<file path="src/rtl/frame_reply_scheduler.sv">
// frame_reply_scheduler: arbitrates parser error replies and AXI completion replies onto one Frame_Builder.
// Optional reply statistics counters are built when REPLY_STATS_EN is defined.
module frame_reply_scheduler #(
  parameter int ERR_QUEUE_DEPTH = 4,
  parameter int TIMEOUT_CYCLES  = 1024,
  parameter int STARVE_LIMIT    = 4
) (
  input  logic        clk,
  input  logic        rst,
  input  logic        err_req,
  input  logic [7:0]  err_status,
  input  logic [7:0]  err_cmd,
  output logic        err_ack,
  input  logic        cmp_req,
  input  logic [7:0]  cmp_status,
  input  logic [7:0]  cmp_cmd,
  output logic        cmp_ack,
  output logic        bld_start,
  output logic [7:0]  bld_status,
  output logic [7:0]  bld_cmd,
  input  logic        bld_done,
  output logic        sched_idle,
  output logic [7:0]  drop_count,
  output logic        timeout_err,
  output logic [15:0] crc_err_count,
  output logic [15:0] reply_count
);
  localparam int AW = $clog2(ERR_QUEUE_DEPTH);
  localparam int CW = AW + 1;
  localparam int WW = $clog2(TIMEOUT_CYCLES + 1);
  localparam int SW = $clog2(STARVE_LIMIT + 1);
  typedef enum logic [1:0] {IDLE, LAUNCH, WAIT_DONE} state_t;
  state_t        state;
  logic [15:0]   mem [ERR_QUEUE_DEPTH];
  logic [AW-1:0] wr_ptr, rd_ptr;
  logic [CW-1:0] count;
  logic [WW-1:0] wd;
  logic [SW-1:0] starve;
  logic          src_cmp, full, empty, finish, pop, push, err_sel, cmp_sel;
  assign full    = count == CW'(ERR_QUEUE_DEPTH);
  assign empty   = count == '0;
  assign finish  = state == WAIT_DONE && (bld_done || wd == WW'(TIMEOUT_CYCLES - 1));
  assign pop     = finish && !src_cmp;
  assign push    = err_req && (!full || pop);
  assign err_sel = state == IDLE && !empty && !(cmp_req && starve == SW'(STARVE_LIMIT));
  // The ack cycle still sees the old cmp_req level, so it must not re-grant.
  assign cmp_sel = state == IDLE && cmp_req && !cmp_ack && !err_sel;
  assign sched_idle = state == IDLE && empty;
  always_ff @(posedge clk)
    if (push) mem[wr_ptr] <= {err_status, err_cmd};
  always_ff @(posedge clk or posedge rst) begin
    if (rst) begin
      state       <= IDLE;
      wr_ptr      <= '0;
      rd_ptr      <= '0;
      count       <= '0;
      wd          <= '0;
      starve      <= '0;
      src_cmp     <= 1'b0;
      err_ack     <= 1'b0;
      cmp_ack     <= 1'b0;
      bld_start   <= 1'b0;
      bld_status  <= '0;
      bld_cmd     <= '0;
      drop_count  <= '0;
      timeout_err <= 1'b0;
    end else begin
      err_ack   <= push;
      cmp_ack   <= finish && src_cmp;
      bld_start <= err_sel || cmp_sel;
      wr_ptr    <= wr_ptr + AW'(push);
      rd_ptr    <= rd_ptr + AW'(pop);
      count     <= count + CW'(push) - CW'(pop);
      if (err_req && !push && drop_count != 8'hFF) drop_count <= drop_count + 1'b1;
      if (finish && !bld_done) timeout_err <= 1'b1;
      case (state)
        IDLE: if (err_sel || cmp_sel) begin
          state                 <= LAUNCH;
          src_cmp               <= cmp_sel;
          {bld_status, bld_cmd} <= err_sel ? mem[rd_ptr] : {cmp_status, cmp_cmd};
          if (cmp_sel) starve <= '0;
          else if (cmp_req && starve != SW'(STARVE_LIMIT)) starve <= starve + 1'b1;
        end
        LAUNCH: begin
          state <= WAIT_DONE;
          wd    <= '0;
        end
        WAIT_DONE: if (finish) state <= IDLE; else wd <= wd + 1'b1;
        default: state <= IDLE;
      endcase
    end
  end
`ifdef REPLY_STATS_EN
  always_ff @(posedge clk or posedge rst) begin
    if (rst) begin
      reply_count   <= '0;
      crc_err_count <= '0;
    end else if (bld_start) begin
      if (reply_count != 16'hFFFF) reply_count <= reply_count + 1'b1;
      if (bld_status == 8'h01 && crc_err_count != 16'hFFFF) crc_err_count <= crc_err_count + 1'b1;
    end
  end
`else
  assign reply_count   = '0;
  assign crc_err_count = '0;
`endif
endmodule

</file>
<file path="config.mk">
export PLATFORM = sky130hd
export DESIGN_NAME = frame_reply_scheduler
export DESIGN_NICKNAME = d
export VERILOG_FILES = /design/src/rtl/frame_reply_scheduler.sv
export SDC_FILE = /design/constraint.sdc
export NUM_CORES = 1
export LEC_CHECK = 0
export BUFFER_PORTS_ARGS = -buffer_cell sky130_fd_sc_hd__buf_2
export CAP_MARGIN = 20
export CORE_ASPECT_RATIO = 1.25
export CORE_MARGIN = 4
export CORE_UTILIZATION = 35
export CTS_CLUSTER_DIAMETER = 150
export CTS_CLUSTER_SIZE = 28
export DETAILED_ROUTE_END_ITERATION = 7
export PLACE_DENSITY = 0.51
export SLEW_MARGIN = 20
export SYNTH_ARGS = -nofsm -noshare
export SYNTH_HDL_FRONTEND = slang
export SYNTH_SLANG_ARGS = --single-unit
</file>
<file path="constraint.sdc">
create_clock -name clk -period 5.4 [get_ports clk]
set_clock_uncertainty 0.05 [all_clocks]
set_input_delay 0.27 -clock clk [delete_from_list [all_inputs] [get_ports clk]]
set_output_delay 0.27 -clock clk [all_outputs]
set_load 0.03 [all_outputs]
</file>
==> impl_metrics.env <==
export IMPL_status="complete, no violations"
export IMPL_io_pins=98
export IMPL_critPathCaptureType="flop"
export IMPL_endpoint="count[2]"
export IMPL_fin_hold_ws_ns=0.0152
export IMPL_ys_flop_type="edfxtp_1"
export IMPL_dr_total_vias=3161
export IMPL_crit_fanout=26
export IMPL_first_global_vias=3196
export IMPL_dieArea_um2=17500
export IMPL_hold_class="in2async"
export IMPL_rr_worst_depth=10
export IMPL_power_total_uw=3550
export IMPL_ys_seq_area_share_pct=59.6
export IMPL_cts_setup_buffers=0
export IMPL_clock_sinks=116
export IMPL_ir_worst_vdd_mv=0.267
export IMPL_startpoint_type="flop"
export IMPL_drt_first_pass_iters=6
export IMPL_wirelength_mm=10.8
export IMPL_reg2reg_from="state[0]"
export IMPL_die_w_um=119
export IMPL_grt_start_max_net_pins=53
export IMPL_synth_edf_count=64
export IMPL_syn_inst=369
export IMPL_synth_area_um2=5410
export IMPL_reg2reg_to="count[2]"
export IMPL_swShare_pct=35.2
export IMPL_fin_nets=486
export IMPL_critPathArrivalTime_ns=3.63
export IMPL_cts_root_buf="clkbuf_16"
export IMPL_pwr_share_clk_pct=27.8
export IMPL_drive_above_1_share_pct=34.7
export IMPL_crit_path_top_delay_cell="dfrtp_1"
export IMPL_rows=50
export IMPL_hold_buffers=0
export IMPL_crit_cells=10
export IMPL_p_sw_uw=1250
export IMPL_place_congestion=0.744
export IMPL_comb_power_share_pct=32.8
export IMPL_drc=0
export IMPL_cp_cell_sequence="nand2b_1 -> nor3_1 -> o31ai_2 -> ha_1 -> inv_1 -> ha_1 -> inv_1 -> fa_1 -> xnor2_1 -> xnor2_1"
export IMPL_antenna_left=0
export IMPL_cts_inserted_buffers=17
export IMPL_core_area_um2=15100
export IMPL_fin_crit_sh_pct=63.0
export IMPL_power_leakage_uw=0.00252
export IMPL_post_route_util_pct=42.2
export IMPL_fmax_mhz=294
export IMPL_worst_path_buf_inv=2
export IMPL_clk_pin_slew_ns=0.06
export IMPL_pwr_share_seq_pct=39.4
export IMPL_yosys_register_bits=116
export IMPL_grt_use_total_pct=13.2
export IMPL_path_class="reg2reg"
export IMPL_synth_cell_types=59
export IMPL_cp_startpoint="state[0]"
export IMPL_period_minus_slack_ns=3.40
export IMPL_die_y_um=147
export IMPL_antenna_found_initial=0
export IMPL_cts_resized=0
export IMPL_critPathTopFamily="flip-flops"
export IMPL_rsz0062_at_grt="false"
export IMPL_grt_overflow_total=0
export IMPL_hold_viol_final=0
export IMPL_syn_avg_cell_area_um2=14.7
export IMPL_worstPathRequired_ns=5.63
export IMPL_initial_core_util_pct=35.9
export IMPL_worst_slew_pin_slew_ns=1.12
export IMPL_dp_hpwl_mm=7.28
export IMPL_avgViaCountPerCell=4.78
export IMPL_slew_violations=0
export IMPL_max_cap_violations=0
export IMPL_drtIter0Drc=158
export IMPL_area_growth_pct=17.7
export IMPL_cp_slowest_stage_delay_ns=0.87
export IMPL_internal_power_uw=2300
export IMPL_r2r_setup_slack_ns=2.00
export IMPL_place_port_buffers=65
export IMPL_powerDensity_nw_per_um2=558
export IMPL_async_flop_share_pct=44.8
export IMPL_clk_latency_ns=0.41
export IMPL_yosys_warnings=0
export IMPL_report_final_setup_viol=0
export IMPL_slew_headroom_pct=25.4
export IMPL_cts_tree="done"
export IMPL_h_tree_depth=4
export IMPL_tns_ns=0
export IMPL_clk_path_buf_depth=2
export IMPL_grt_pass1_wl_mm=17.6
export IMPL_n_antenna_cell=0
export IMPL_wl_per_cell_um=16.4
==> synthesized netlist by cell type (4+ instances only) <==
| master | instances | area [µm²] |
|---|---|---|
| nand3_1 | 7 | 35.0 |
| o311ai_1 | 4 | 35.0 |
| nor4_1 | 5 | 31.3 |
| clkbuf_1 | 4 | 15.0 |
| nand2_1 | 20 | 75.1 |
| inv_1 | 9 | 33.8 |
| buf_4 | 36 | 270 |
| ha_1 | 8 | 100 |
| edfxtp_1 | 64 | 1920 |
| buf_2 | 5 | 25.0 |
| mux2_2 | 28 | 315 |
| o21ai_1 | 6 | 30.0 |
| mux2_1 | 10 | 113 |
| mux4_2 | 16 | 360 |
| nand2b_1 | 5 | 31.3 |
| nor3_1 | 6 | 30.0 |
| nor2_1 | 9 | 33.8 |
| xor2_1 | 6 | 52.6 |
| nand4_1 | 4 | 25.0 |
| a21oi_1 | 7 | 35.0 |
| dfrtp_1 | 52 | 1300 |
==> registers in the layout, indices dropped and copies added, names as in the netlist <==
name,cells
wr_ptr,2
state,2
bld_start,1
count,3
bld_status,8
drop_count,8
wd,11
err_ack,1
timeout_err,1
mem,64
rd_ptr,2
src_cmp,1
bld_cmd,8
cmp_ack,1
starve,3
==> power groups by stage <==
stage          clock network (µW)  registers (µW)  logic [µW]
6_report                      988            1400        1160
5_1_grt                      1060            1430        1270
4_1_cts                      1020            1400        1200
3_5_place_dp                    0            1420        1200
3_3_place_gp                    0            1410        1170
2_1_floorplan                   0            1470         823
==> cell type report <==
type | count | area [µm²]
multi-input cells | 226 | 1960
clock buffers | 19 | 443
fillers | 1400 | 8720
well taps | 208 | 260
flip-flops and latches | 116 | 3220
inverters | 11 | 41.3
clock inverters | 13 | 85.1
repair buffers | 68 | 348
==> worst register-to-register path, delay by kind of cell (launching register included) <==
kind	cells	cell delay, ns
flip-flops	1	0.87
adder cells (fa/ha/maj)	3	0.86
AO/OA/AOI/OAI	1	0.69
AND/OR/NAND/NOR	2	0.41
XOR/XNOR	2	0.29
buffers and inverters	2	0.11
==> worst min-delay path by stage <==
| stage | end | depth (start not counted) | startpoint |
|---|---|---|---|
| after floorplan | mem[0][0] | 0 | err_cmd[0] |
| after global placement | timeout_err | 1 | timeout_err |
| after detailed placement | timeout_err | 1 | timeout_err |
| after CTS | mem[0][12] | 1 | err_status[4] |
| after global routing | mem[2][8] | 1 | err_status[0] |
| final | drop_count[7] | 3 | rst |
==> through the flow <==
step | setup slack [ns] | instance area (µm²) | cells
after global placement | 2.10 | 5830 | 629
final | 2.00 | 6360 | 661
after detailed placement | 1.98 | 5830 | 629
after floorplan | 2.43 | 5520 | 400
after CTS | 1.96 | 6360 | 661
after global routing | 1.68 | 6360 | 661
==> kinds of logic after synthesis <==
kind of cell    count (synthesis)  share of synthesized area [%]
fa+ha+maj                       9                           2.22
xor+xnor                        9                           1.46
other cells                     1                         0.0694
mux                            54                           14.6
flops                         116                           59.6
simple gates                   76                           8.40
buf+inv                        58                           6.78
compound gates                 46                           6.87
==> placed cells by master (no fill, tap or decap), types with 10 or more instances in the layout <==
cell type,instances
conb_1,32
dfrtp_1,52
mux2_2,28
clkbuf_16,17
buf_2,65
nand2_1,20
mux4_2,16
mux2_1,10
edfxtp_1,64
==> routing by layer <==
layer / GRT usage, % / routed length (µm) / up-vias
met5: 0 / 0 / -
met4: 4.70 / 155 / 0
met3: 3.93 / 427 / 13
met2: 22.9 / 5810 / 69
met1: 15.4 / 4440 / 1599
li1: - / - / 1480
(Power assumes the default switching activity.)
